===== config.mk =====
export PLATFORM = sky130hd
export DESIGN_NAME = sensor_data_arbiter
export DESIGN_NICKNAME = d
export VERILOG_FILES = /design/src/rtl/sensor_data_arbiter_pkg.sv /design/src/rtl/sensor_data_arbiter_rr_picker.sv /design/src/rtl/sensor_data_arbiter.sv
export SDC_FILE = /design/constraint.sdc
export NUM_CORES = 1
export LEC_CHECK = 0
export CAP_MARGIN = 15
export CORE_AREA = 2 2 209 211
export DETAILED_ROUTE_END_ITERATION = 12
export DIE_AREA = 0 0 211 213
export GPL_ROUTABILITY_DRIVEN = 0
export PLACE_DENSITY_LB_ADDON = 0.2
export SYNTH_ARGS = -nofsm -noshare
export SYNTH_HDL_FRONTEND = slang
export SYNTH_HIERARCHICAL = 1
export SYNTH_SLANG_ARGS = --single-unit

===== constraint.sdc =====
create_clock -name clk_72MHz -period 2.2 [get_ports clk_72MHz]
set_input_delay 0.44 -clock clk_72MHz [delete_from_list [all_inputs] [get_ports clk_72MHz]]
set_output_delay 0.44 -clock clk_72MHz [all_outputs]
set_load 0.03 [all_outputs]

===== src/rtl/sensor_data_arbiter_pkg.sv =====
// rtl/sensor_data_arbiter_pkg.sv - shared state encodings and tx word layout for the sensor arbiter
package sensor_data_arbiter_pkg;

  typedef enum logic [1:0] {
    ST_IDLE    = 2'd0,
    ST_CAPTURE = 2'd1,
    ST_RELEASE = 2'd2,
    ST_SEND    = 2'd3
  } arb_state_t;

  localparam int NB_SENSORS_DEFAULT  = 4;
  localparam int DATA_WIDTH_DEFAULT  = 102;
  localparam int ACK_TIMEOUT_DEFAULT = 16;

  // tx word layout: iterations in the low bits, sensor id directly above them
  localparam int TX_ITER_LSB = 0;

  function automatic int id_width(input int nb_sensors);
    return (nb_sensors > 1) ? $clog2(nb_sensors) : 1;
  endfunction

  function automatic int tx_id_lsb(input int data_width);
    return TX_ITER_LSB + data_width;
  endfunction

  function automatic int tx_width(input int nb_sensors, input int data_width);
    return id_width(nb_sensors) + data_width;
  endfunction

endpackage


===== src/rtl/sensor_data_arbiter_rr_picker.sv =====
// rtl/sensor_data_arbiter_rr_picker.sv - combinational round-robin picker: first request at or after rr_ptr
module rr_priority_picker #(
  parameter int NB_SENSORS = 4,
  parameter int ID_WIDTH   = 2
) (
  input  logic [NB_SENSORS-1:0] req,
  input  logic [ID_WIDTH-1:0]   rr_ptr,
  output logic [ID_WIDTH-1:0]   grant,
  output logic                  any_req
);

  logic [ID_WIDTH-1:0] idx;

  // Walk offsets from farthest to nearest so the closest request to rr_ptr wins.
  always_comb begin
    grant = '0;
    idx   = '0;
    for (int off = NB_SENSORS - 1; off >= 0; off--) begin
      idx = ID_WIDTH'((int'(rr_ptr) + off) % NB_SENSORS);
      if (req[idx]) begin
        grant = idx;
      end
    end
  end

  assign any_req = |req;

endmodule


===== src/rtl/sensor_data_arbiter.sv =====
// rtl/sensor_data_arbiter.sv - shares one transmitter among per-photodiode data parsers
module sensor_data_arbiter
  import sensor_data_arbiter_pkg::*;
#(
  parameter int NB_SENSORS  = NB_SENSORS_DEFAULT,
  parameter int DATA_WIDTH  = DATA_WIDTH_DEFAULT,
  parameter int ID_WIDTH    = id_width(NB_SENSORS),
  parameter int ACK_TIMEOUT = ACK_TIMEOUT_DEFAULT
) (
  input  logic                             clk_72MHz,
  input  logic                             reset_n,
  input  logic [NB_SENSORS-1:0]            sensor_enable,
  input  logic [NB_SENSORS-1:0]            sensor_data_avl,
  input  logic [NB_SENSORS*DATA_WIDTH-1:0] sensor_iterations,
  output logic [NB_SENSORS-1:0]            reset_parser,
  output logic [ID_WIDTH+DATA_WIDTH-1:0]   tx_data,
  output logic                             tx_valid,
  input  logic                             tx_ready,
  output logic                             ack_timeout_err,
  output logic [ID_WIDTH-1:0]              err_sensor_id
);

  localparam int CNT_W  = $clog2(ACK_TIMEOUT + 1);
  localparam int ID_LSB = tx_id_lsb(DATA_WIDTH);

  arb_state_t          state;
  logic [ID_WIDTH-1:0] rr_ptr;
  logic [ID_WIDTH-1:0] gnt;
  logic [CNT_W-1:0]    count;

  logic [NB_SENSORS-1:0] req;
  logic [ID_WIDTH-1:0]   pick;
  logic                  any_req;
  logic [ID_WIDTH-1:0]   gnt_next;
  logic [DATA_WIDTH-1:0] iter_words [NB_SENSORS];

  for (genvar i = 0; i < NB_SENSORS; i++) begin : g_unpack
    assign iter_words[i] = sensor_iterations[i*DATA_WIDTH +: DATA_WIDTH];
  end

  // Masking happens only here; a grant already taken is not revoked by sensor_enable.
  assign req = sensor_data_avl & sensor_enable;

  assign gnt_next = (int'(gnt) == NB_SENSORS - 1) ? '0 : gnt + ID_WIDTH'(1);

  rr_priority_picker #(
    .NB_SENSORS (NB_SENSORS),
    .ID_WIDTH   (ID_WIDTH)
  ) u_picker (
    .req     (req),
    .rr_ptr  (rr_ptr),
    .grant   (pick),
    .any_req (any_req)
  );

  always_ff @(posedge clk_72MHz or negedge reset_n) begin
    if (!reset_n) begin
      state           <= ST_IDLE;
      rr_ptr          <= '0;
      gnt             <= '0;
      count           <= '0;
      reset_parser    <= '0;
      tx_data         <= '0;
      tx_valid        <= 1'b0;
      ack_timeout_err <= 1'b0;
      err_sensor_id   <= '0;
    end else begin
      case (state)
        ST_IDLE: begin
          if (any_req) begin
            gnt   <= pick;
            state <= ST_CAPTURE;
          end
        end

        ST_CAPTURE: begin
          tx_data[ID_LSB +: ID_WIDTH]        <= gnt;
          tx_data[TX_ITER_LSB +: DATA_WIDTH] <= iter_words[gnt];
          reset_parser                       <= NB_SENSORS'(1) << gnt;
          count                              <= '0;
          state                              <= ST_RELEASE;
        end

        ST_RELEASE: begin
          count <= count + CNT_W'(1);
          if (!sensor_data_avl[gnt]) begin
            reset_parser <= '0;
            state        <= ST_SEND;
          end else if (count == CNT_W'(ACK_TIMEOUT - 1)) begin
            // Parser ignored the release; the word already latched still goes out.
            reset_parser    <= '0;
            ack_timeout_err <= 1'b1;
            err_sensor_id   <= gnt;
            state           <= ST_SEND;
          end
        end

        ST_SEND: begin
          if (!tx_valid) begin
            tx_valid <= 1'b1;
          end else if (tx_ready) begin
            tx_valid <= 1'b0;
            rr_ptr   <= gnt_next;
            state    <= ST_IDLE;
          end
        end

        default: state <= ST_IDLE;
      endcase
    end
  end

endmodule

# Yosys cells after proc, flatten, opt, wreduce, memory -nomap -nowiden
# Cells that the tools add are included.
[op_classes] n_addsub=5 n_lt_le_gt_ge=6 eq_ne=9 shifts=1 muxes=30 bitwise_logic=2 n_reduce_logical=8
[ops] op="$bmux 102 s2" n=1
[ops] op="$mux 102" n=2
[ops] op="$mux 2" n=10
[ops] op="$lt 2x3->1 const B" n=5
[ops] op="$bmux 1 s2" n=5
[ops] op="$pmux 5 s2" n=1
[ops] op="$mux 4" n=2
[ops] op="$pmux 2 s4" n=1
[ops] op="$pmux 4 s2" n=1
[ops] op="$mux 1" n=7
[ops] op="$ne 2x2->1 const B" n=3
[ops] op="$reduce_and 3->1" n=2
[ops] op="$add 5x1->5 const B" n=1
[ops] op="$eq 5x4->1 const B" n=1
[ops] op="$add 2x1->2 const B" n=2
[ops] op="$add 2x2->2 const B" n=2
[ops] op="$and 4x4->4" n=1
[ops] op="$eq 2x1->1 const B" n=2
[ops] op="$eq 2x2->1 const B" n=2
[ops] op="$reduce_and 2->1" n=2
[ops] op="$reduce_and 4->1" n=1
[ops] op="$reduce_or 4->1" n=1
[ops] op="$shl 1x2->4 const A" n=1
[ops] op="$ge 3x3->1 const B" n=1
[ops] op="4 further kinds" n=4
[totals] reg_bits=123 inputBits=419 output_inout_bits=112

# Depth between registers and ports, before layout
[logic_depth] depth_word=7 mapped_depth=7

# Cells and area by module
# The synthesis kept the hierarchy.
[by_module_without_submodules] module="sensor_data_arbiter" n_inst=1 cells_each=440 area_per_inst_um2=7384.6
[by_module_without_submodules] module="rr_priority_picker" n_inst=1 cells_each=13 area_per_inst_um2=77.6

# Least setup slack after synthesis
# Ideal clock, no wire load.
[synth_timing] path_type="reg2reg" start="register count[0]" end="register state[1]" arrival_ns=1.694 required_time_ns=2.080 path_slack_ns=0.386 path_stages_with_launch=7 path_buffers=0 synth_period_minus_slack_ns=1.814 path_cell_list="dfrtp_1 -> ha_1 -> and3_1 -> ha_1 -> or3b_1 -> o32a_1 -> a31o_1"
[synth_between] elab_chain_len=3
[synth_rtl] item="start, declared" line_no="sensor_data_arbiter.sv:29" source="logic [CNT_W-1:0] count;"
[synth_rtl] item="start signal, assigned" line_no="sensor_data_arbiter.sv:85" source="count <= count + CNT_W'(1);"
[synth_rtl] item="$eq 5x4->1" line_no="sensor_data_arbiter.sv:89" source="end else if (count == CNT_W'(ACK_TIMEOUT - 1)) begin"
[synth_rtl] item="$ne 3x3->1 (no line)"
[synth_rtl] item="$reduce_and 4->1 (no line)"
[synth_rtl] item="end signal, assigned" line_no="sensor_data_arbiter.sv:88" source="state <= ST_SEND;"
[synth_rtl] item="end signal, assigned" line_no="sensor_data_arbiter.sv:94" source="state <= ST_SEND;"
[synth_rtl] item="end signal, assigned" line_no="sensor_data_arbiter.sv:104" source="state <= ST_IDLE;"
[synth_rtl] item="end, declared" line_no="sensor_data_arbiter.sv:26" source="arb_state_t state;"
# Every way passes these cells.
# A chain may end at the register's enable or synchronous reset.

# Worst setup path after layout
[layout_timing] start="register tx_valid" end="output port tx_valid"
[layout_rtl] item="start, declared" line_no="sensor_data_arbiter.sv:17" source="output logic tx_valid,"
[layout_rtl] item="start signal, assigned" line_no="sensor_data_arbiter.sv:64" source="tx_valid <= 1'b0;"
[layout_rtl] item="start signal, assigned" line_no="sensor_data_arbiter.sv:100" source="tx_valid <= 1'b1;"
[layout_rtl] item="start signal, assigned" line_no="sensor_data_arbiter.sv:102" source="tx_valid <= 1'b0;"
# No word-level cell between the ends.

==> results.py <==
metrics = {
    "cts": {
        "cts_tree": "built",
        "cts_sinks": 123,
        "cts.clk_slew.worst_paths_ps": 60,
        "clk_latency_ps": 420,
        "cts_setup_buffers": 0,
        "numCtsBuffers": 17,
        "cts.path.max_buffers": 2,
        "cts-root-buf": "clkbuf_16",
        "cts_max_level": 4,
    },
    "synth": {
        "yosys_register_bits": 123,
        "synth_area_leaders": "dfrtp_1 (41%), mux4_2 (31%), mux2_2 (13%), mux2_4 (4.0%), ha_1 (1.8%)",
        "yosysTopAreaCellShare": 0.4125,
        "synth-edff-count": 0,
        "synth_nets": 883,
        "synth_most_common_cell": "dfrtp_1",
        "yosysTopAreaCell": "dfrtp_1",
        "synthCells": 453,
        "synth_seq_area_share": 0.4125,
        "synthArstFlopShare": 1.000,
        "synth_ff_type": "dfrtp_1",
        "yosysWarnings": 6,
        "syn_area_mm2": 0.007462,
        "synth_commonest_cells": "dfrtp_1 (123), mux4_2 (102), mux2_2 (89)",
        "avgSynthCellArea_um2": 16.47,
        "yosysUniqueCellTypes": 34,
    },
    "layout": {
        "drive_gt1_frac": 0.2671,
        "syn_to_final_growth_pct": 88.46,
        "final_nets": 1413,
    },
    "critical_path": {
        "cp_slowest_cell": "clkdlybuf4s50_1",
        "critPathTopFamily": "buffers and inverters",
        "critPathLaunchType": "register",
        "cp_max_fo": 4,
        "path_cells": "clkdlybuf4s50_1",
        "critical_path.endpoint_type": "primary output",
        "crit_buf_inv": 1,
        "worstPathRequired_ps": 1760,
        "arrival_ps": 1570,
        "critPathKind": "register to primary output",
        "crit_path_max_incr_delay_ps": 770,
    },
    "routing": {
        "vias": 6334,
        "drt_wl_total_mm": 29.80,
        "ant_nets": 0,
        "dr.pass1.iters": 4,
        "drc": 0,
        "post_drt_wl_per_cell_um": 19.31,
        "drtIter0Drc": 150,
        "vias_per_cell": 4.105,
    },
    "timing": {
        "finalClockSkew_ps": 7.349,
        "setup_viol_count_final": 0,
        "finalWorstSetupSlack_ps": 188.8,
        "drv_slew": 0,
        "hold_viol_final": 0,
        "slew_headroom": 0.6436,
        "fmax_mhz": 497.2,
        "hold_slack_ps": 487.0,
        "min_period_over_period": 0.9142,
        "tns_ps": 0,
        "min_period_ps": 2011,
        "tightest_slew_ps": 534.6,
        "grt_setup_unrepaired": "false",
    },
    "grt": {
        "grt_pass1_wl_mm": 43.46,
        "grt_max_degree": 82,
        "antenna_found_initial": 0,
        "grt_overflow": 0,
        "grt_pass1_vias": 7026,
        "grt_use_total": 0.1309,
    },
    "power": {
        "p_leak_nw": 5.285,
        "power_mw": 17.81,
        "peakVddDrop_mv": 0.7184,
        "p_per_area_mw_per_mm2": 1266,
    },
    "min_path": {
        "hp-class": "input port to asynchronous set/reset pin",
    },
    "die": {
        "rows": 76,
        "dieArea_mm2": 0.04494,
        "ios": 531,
        "initial_core_util": 0.1748,
        "core_mm2": 0.04270,
        "die_h_um": 213,
        "die_x_um": 211,
    },
    "place": {
        "place.detailed.hpwl_mm": 24.02,
        "io_buffers": 530,
        "post-place-ws_ps": 205.8,
    },
    "status": {
        "outcome": "complete, no violations",
    },
    "flow_run": {
        "max-cap-violations": 0,
    },
}
## cell usage in the layout (no fill, tap or decap), types with 2 or more instances in the layout
| master | count |
|---|---|
| buf_4 | 8 |
| mux4_2 | 102 |
| and2_1 | 5 |
| mux2_2 | 89 |
| nor2_1 | 5 |
| clkbuf_1 | 2 |
| nor2b_1 | 2 |
| clkdlybuf4s50_1 | 529 |
| dfrtp_4 | 2 |
| a21oi_1 | 5 |
| nand2_1 | 10 |
| inv_1 | 8 |
| a22o_1 | 4 |
| mux2i_1 | 3 |
| o21ai_0 | 6 |
| buf_12 | 10 |
| nand2b_1 | 3 |
| clkbuf_8 | 7 |
| nand3_1 | 4 |
| clkinv_2 | 5 |
| nor3b_1 | 2 |
| mux2_4 | 20 |
| clkbuf_16 | 17 |
| ha_1 | 10 |
| dfrtp_1 | 121 |
## power by group
part | internal (mW) | switching, mW | total, mW
sequential | 3.41 | 0.615 | 4.03
combinational | 5.85 | 5.23 | 11.1
clock | 1.64 | 1.06 | 2.70
total | 10.9 | 6.90 | 17.8
## cell families after synthesis
family	synth area share
multiplexers	0.4864
buffers and inverters	0.03722
AO/OA/AOI/OAI	0.02012
AND/OR/NAND/NOR	0.02532
flip-flops	0.4125
adder cells (fa/ha/maj)	0.01844
## layer usage
metal	GRT usage	vias to the layer above	routed length [µm]	part of all wire
li1	-	2869	-	-
met1	0.1435	3148	11140	0.37
met5	0	-	0	0
met2	0.2380	292	15790	0.53
met3	0.04177	25	2358	0.079
met4	0.04444	0	510	0.017
## flip-flops by register name, summed over array words and instances (netlist names)
name             count
tx_data            104
gnt                  2
reset_parser         4
err_sensor_id        2
rr_ptr               2
count                5
state                2
tx_valid             1
ack_timeout_err      1
## worst paths after layout
kind	from	to	slack (ps)	cells past startpoint
worst max-delay path	tx_valid	tx_valid	190	1
worst min-delay path	reset_n	tx_data[16]	490	2
worst max register to register	count[0]	state[1]	270	6
worst min register to register	ack_timeout_err	ack_timeout_err	490	1
max in group asynchronous	reset_n	tx_data[65]	1080	3
min in group clk_72MHz	ack_timeout_err	ack_timeout_err	490	1
## through the flow
| stage | instances | area, µm² | utilization |
|---|---|---|---|
| 6_report | 1543 | 14060 | 0.3294 |
| 5_1_grt | 1542 | 14060 | 0.3293 |
| 4_1_cts | 1542 | 14060 | 0.3293 |
| 3_5_place_dp | 1509 | 13490 | 0.3159 |
| 3_3_place_gp | 1509 | 13490 | 0.3159 |
| 2_1_floorplan | 453 | 7462 | - |
## repair_timing
action | CTS | global route
gates resized for setup | 0 | 0
endpoints found under the setup margin | 0 | 0
hold buffers | 1 | 0
hold endpoints to repair | 33 | 0
## final cells by class
cell class,instances,area (µm²)
Antenna cell,1,2.502
Multi-Input combinational cell,283,4119
Clock buffer,26,529.3
Fill cell,4190,28630
Clock inverter,6,33.78
Timing Repair Buffer,549,5577
Tap cell,546,683.2
Inverter,9,33.78
Sequential cell,123,3085
(Power assumes the default switching activity.)
